`config.mk`:
```
export PLATFORM = sky130hd
export DESIGN_NAME = sensor_input_conditioner
export DESIGN_NICKNAME = d
export VERILOG_FILES = /design/src/rtl/sensor_input_conditioner.sv
export SDC_FILE = /design/constraint.sdc
export NUM_CORES = 1
export LEC_CHECK = 0
export BUFFER_PORTS_ARGS = -buffer_cell sky130_fd_sc_hd__buf_2
export CAP_MARGIN = 20
export CELL_PAD_IN_SITES_DETAIL_PLACEMENT = 2
export CELL_PAD_IN_SITES_GLOBAL_PLACEMENT = 2
export CORE_UTILIZATION = 39
export CTS_CLUSTER_DIAMETER = 80
export DETAILED_ROUTE_END_ITERATION = 8
export GPL_TIMING_DRIVEN = 1
export HOLD_SLACK_MARGIN = 0.15
export PLACE_DENSITY_LB_ADDON = 0.12
export SYNTH_ARGS = -nofsm -noshare
export SYNTH_HDL_FRONTEND = slang
export SYNTH_SLANG_ARGS = --single-unit
```
`constraint.sdc`:
```
create_clock -name clk -period 2.6 [get_ports clk]
set_input_delay 0.26 -clock clk [delete_from_list [all_inputs] [get_ports clk]]
set_output_delay 0.26 -clock clk [all_outputs]
set_load 0.01 [all_outputs]
```
`src/rtl/sensor_input_conditioner.sv`:
```
// sensor_input_conditioner
//
// Front end of the irrigation controller. Seven raw field lines (water-level
// probes, humidity, temperature, display selector) are each passed through a
// 2-FF synchronizer and a debounce counter, then held in a clean register.
// The clean register follows only after the synchronized line has disagreed
// with it for DEBOUNCE_CYCLES consecutive cycles.
//
// Optional build macro: SELECTOR_TOGGLE_EN
//   defined   - selector is a push button; its output toggles on each
//               debounced press (0->1) and ignores the release.
//   undefined - selector is a plain debounced level like the other lines.
//
// Ports
//   clk, reset                       clock, synchronous active-high reset
//   *_raw (7 lines)                  asynchronous field inputs
//   low/mid/high_water_level,
//   earth/air_humidity,
//   low_temperature, selector        clean registered levels
//   sensors_changed                  one-cycle pulse when any clean output changes
//   sensors_stable                   high when no channel has a pending mismatch

module sensor_input_conditioner #(
    parameter int DEBOUNCE_CYCLES = 50000,
    parameter int CNT_W           = 16
) (
    input  logic clk,
    input  logic reset,
    input  logic low_water_level_raw,
    input  logic mid_water_level_raw,
    input  logic high_water_level_raw,
    input  logic earth_humidity_raw,
    input  logic air_humidity_raw,
    input  logic low_temperature_raw,
    input  logic selector_raw,
    output logic low_water_level,
    output logic mid_water_level,
    output logic high_water_level,
    output logic earth_humidity,
    output logic air_humidity,
    output logic low_temperature,
    output logic selector,
    output logic sensors_changed,
    output logic sensors_stable
);

    localparam int N = 7;
    localparam logic [CNT_W-1:0] CNT_LAST = CNT_W'(DEBOUNCE_CYCLES - 1);

    // Channel order: 0 low, 1 mid, 2 high, 3 earth, 4 air, 5 temp, 6 selector
    logic [N-1:0]     raw;
    logic [N-1:0]     s1_q, s1_d;
    logic [N-1:0]     s2_q, s2_d;
    logic [N-1:0]     q_q, q_d;
    logic [N-1:0]     out_q, out_d;
    logic [CNT_W-1:0] cnt_q [N];
    logic [CNT_W-1:0] cnt_d [N];
    logic             changed_q, changed_d;
    logic             stable_q, stable_d;

    assign raw = {selector_raw, low_temperature_raw, air_humidity_raw,
                  earth_humidity_raw, high_water_level_raw,
                  mid_water_level_raw, low_water_level_raw};

    always_comb begin
        s1_d = raw;
        s2_d = s1_q;
        q_d  = q_q;
        for (int i = 0; i < N; i++) begin
            cnt_d[i] = cnt_q[i];
            if (s2_q[i] == q_q[i]) begin
                cnt_d[i] = '0;
            end else if (cnt_q[i] == CNT_LAST) begin
                q_d[i]   = s2_q[i];
                cnt_d[i] = '0;
            end else begin
                cnt_d[i] = cnt_q[i] + 1'b1;
            end
        end

        out_d = q_d;
`ifdef SELECTOR_TOGGLE_EN
        // Push-button mode: only a debounced press flips the output.
        out_d[6] = out_q[6] ^ (q_d[6] & ~q_q[6]);
`endif

        changed_d = |(out_d ^ out_q);
        // Evaluated on post-edge values so the cycle that carries the
        // change pulse already reports the channel as settled.
        stable_d  = &(s2_d ~^ q_d);
    end

    always_ff @(posedge clk) begin
        if (reset) begin
            s1_q      <= '0;
            s2_q      <= '0;
            q_q       <= '0;
            out_q     <= '0;
            changed_q <= 1'b0;
            stable_q  <= 1'b0;
            for (int i = 0; i < N; i++) cnt_q[i] <= '0;
        end else begin
            s1_q      <= s1_d;
            s2_q      <= s2_d;
            q_q       <= q_d;
            out_q     <= out_d;
            changed_q <= changed_d;
            stable_q  <= stable_d;
            for (int i = 0; i < N; i++) cnt_q[i] <= cnt_d[i];
        end
    end

    assign low_water_level  = out_q[0];
    assign mid_water_level  = out_q[1];
    assign high_water_level = out_q[2];
    assign earth_humidity   = out_q[3];
    assign air_humidity     = out_q[4];
    assign low_temperature  = out_q[5];
    assign selector         = out_q[6];
    assign sensors_changed  = changed_q;
    assign sensors_stable   = stable_q;

endmodule

```
==> results by group <==
Finish
  • Post-layout nets: 689
  • Antenna diode count: 0
  • Fillers: 1520
  • Share of layout cells above drive strength 1: 8.02%
  • Synth-to-Final Area Change: 16.1%

Placed design
  • # port buffers: 17
  • DP Wirelength: 9340 µm
  • GPL Wtd Cong: 0.785

Critical path
  • CP max stage delay: 560 ps
  • Worst path bufs/invs: 0
  • Worst EP arrival: 2620 ps
  • Crit start category: flop
  • Setup crit end kind: flop
  • R2r setup slk: 340 ps
  • CP Cell Sequence: or4_4, nor4_4, mux2i_1, o311ai_0, a2111oi_2, and4_1
  • Top delay family on crit path: simple AND/OR/NAND/NOR gates
  • Crit-path slowest cell: or4_4
  • Reg2reg end: sensors_stable
  • CP Data Required Time: 2960 ps
  • Setup Crit Path Kind: flop to flop
  • Reg2Reg Depth: 6
  • R2R Path Start: cnt_q[2][5]
  • Critical Path Fanout Max: 5

Drt
  • ANT nets after route: 0
  • Drt drc: 0
  • Vias per std cell: 5.11
  • Pre-Repair DR Iteration Count: 4
  • Via count: 4428
  • Total routed wirelength: 13300 µm
  • Iteration-0 DRC Markers: 114
  • WL/cell: 15.4 µm

Floorplan
  • Die ar.: 15200 µm²
  • Std-Cell Rows: 43
  • Die Width: 123 µm
  • Die Y: 123 µm
  • Initial Util: 40.7%
  • Core footprint: 14100 µm²
  • I/O pin total: 18

GRT
  • Initial antenna violation count: 0
  • Vias in the first global route: 4784
  • Global route total overflow: 0
  • Global-route wire length before repair: 22300 µm
  • Largest net degree at the start of global routing: 32
  • GR Util All Layers: 18.9%

Clock tree
  • Clk buf depth: 2
  • Clock tree root driver cell: clkbuf_16
  • Latest clock arrival within the worst-skew pair: 410 ps
  • CTS tree: built
  • # Post-CTS Setup Buffers: 0
  • Worst-path clk slew: 60 ps
  • # clock sinks: 135
  • H-tree depth: 4
  • Total CTS buffers: 17

STA
  • Worst Hold Slack: 318 ps
  • Worst-Margin Slew: 551 ps
  • Relative slew slack: 63.3%
  • Fin Setup TNS: 0 ps
  • Max Freq: 0.443 GHz
  • Final Hold Vio Count: 0
  • Setup-failing EPs final: 0
  • Clock Skew: 6.99 ps
  • Period utilization: 86.9%
  • RSZ-0062 raised after global routing: no
  • Pins Over Slew Limit: 0
  • Min Tclk post-route: 2260 ps

Hold path
  • Hold path endpoint: s2_q[0]
  • Min-Delay Path Class: input pin to flop
  • Worst Min Path Start: reset
  • WHS Path Cells: 2

Power and ir drop
  • Part of the power in the clock network: 52.8%
  • Switching share of power: 19.8%
  • Combinational Power Share: 1.6%
  • Leakage: 2.27 nW
  • Pwr dens: 690 nW/µm²
  • P_sw: 0.000909 W
  • P_int: 0.00369 W
  • Peak VDD IR: 0.464 mV
  • Flop pwr share: 45.6%

Synthesis
  • Cells after Synth: 643
  • Syn avg cell area: 8.93 µm²
  • Asr flop ratio synth: 0%
  • Yosys reg bits: 135
  • Top_reg_cell synth: dfxtp_1
  • Post-synthesis cell type count: 42
  • Seq/Total Area, Yosys: 47.1%
  • Yosys warns: 0
  • Most frequent cells after synthesis: nor2_1, dfxtp_1, xor2_1
  • EDFF count, synth: 0
  • Synth top area share: 47.1%
  • Post-synthesis cell area: 5740 µm²
  • Area contributors post-synth: dfxtp_1, nor2_1, xor2_1
  • Top-count cell post-synth: nor2_1
  • Synth Net Count: 659
  • Area leader, netlist: dfxtp_1

Run status
  • Status: finished clean

Run
  • Max-Cap Viols: 0
-- worst max-delay path by stage --
stage | start | to | slack, ps | depth (start not counted)
global route | cnt_q[2][5] | sensors_stable | 170 | 6
detailed placement | cnt_q[2][5] | sensors_stable | 320 | 6
CTS | cnt_q[2][5] | sensors_stable | 300 | 6
finish | cnt_q[2][5] | sensors_stable | 340 | 6
floorplan | cnt_q[2][5] | sensors_stable | 530 | 6
global placement | cnt_q[2][5] | sensors_stable | 400 | 6
-- power groups by stage --
stage                     clock [W]  sequential (W)  combinational [W]
after floorplan                   0         0.00214          0.0000472
after global placement            0         0.00214          0.0000642
after detailed placement          0         0.00214          0.0000669
after CTS                   0.00249         0.00210          0.0000749
after global routing        0.00259         0.00210          0.0000834
final                       0.00243         0.00210          0.0000730
-- worst reg2reg max path: stages, from the launching register on --
cell       delay [ps]
dfxtp_1           350
or4_4             560
nor4_4            430
mux2i_1           260
o311ai_0          170
a2111oi_2         220
and4_1            210
-- cells by family after synthesis --
kind of cell | synth area share, %
and+or+nand+nor | 29.0
DFF | 47.1
xor gates and xnor gates | 15.9
AOI/OAI and AO/OA | 3.16
buffers and inverters | 2.05
muxes | 1.39
adders and majority gates | 1.52
-- per-layer routing --
| layer | wire, µm | vias up | global-route usage, % |
|---|---|---|---|
| met1 | 6180 | 2157 | 22.2 |
| met2 | 6640 | 29 | 33.3 |
| li1 | - | 2227 | - |
| met3 | 326 | 15 | 4.98 |
| met4 | 152 | 0 | 6.25 |
| met5 | 0 | - | 0 |
-- cell usage in the layout, fill, tap and decap left out, types with 16 or more instances in the layout --
master     synthesis  routed
clkbuf_16          0      17
dfxtp_1          135     135
xor2_1            58      58
nor2_1           140     140
and3_1            19      19
nand2_1           36      36
nand3_1           39      39
xnor2_1           46      46
buf_2              2      17
nand4_1           25      25
inv_1             16      16
-- final cells by class --
cell class | count | area, µm² | share of cell area [%]
multi-input combinational | 479 | 2920 | 43.8
clock buffer | 23 | 478 | 7.17
inverter | 16 | 60.1 | 0.901
timing repair buffer | 24 | 155 | 2.33
clock inverter | 9 | 123 | 1.84
tap | 180 | 225 | 3.38
sequential | 135 | 2700 | 40.5
-- sequential cells by signal, summed over array words and instances (netlist names) --
register and count:
sensors_changed 1, out_q 7, sensors_stable 1, s2_q 7
s1_q 7, cnt_q 112
-- stage by stage --
step / std cells / worst slack, ps / instance area [µm²] / utilization [%] / total power [W]
2_1_floorplan: 643 / 531 / 5740 / - / 0.00219
3_3_place_gp: 827 / 398 / 6000 / 42.5 / 0.00221
3_5_place_dp: 827 / 320 / 6000 / 42.5 / 0.00221
4_1_cts: 866 / 302 / 6670 / 47.3 / 0.00467
5_1_grt: 866 / 167 / 6670 / 47.3 / 0.00477
6_report: 866 / 342 / 6670 / 47.3 / 0.00460
-- timing repair --
| action | in CTS | in global routing |
|---|---|---|
| setup endpoints to repair | 0 | 0 |
| hold endpoints to repair | 7 | 0 |
| gates resized for setup | 0 | 0 |
| hold buffers | 7 | 0 |
(Power assumes the default switching activity.)
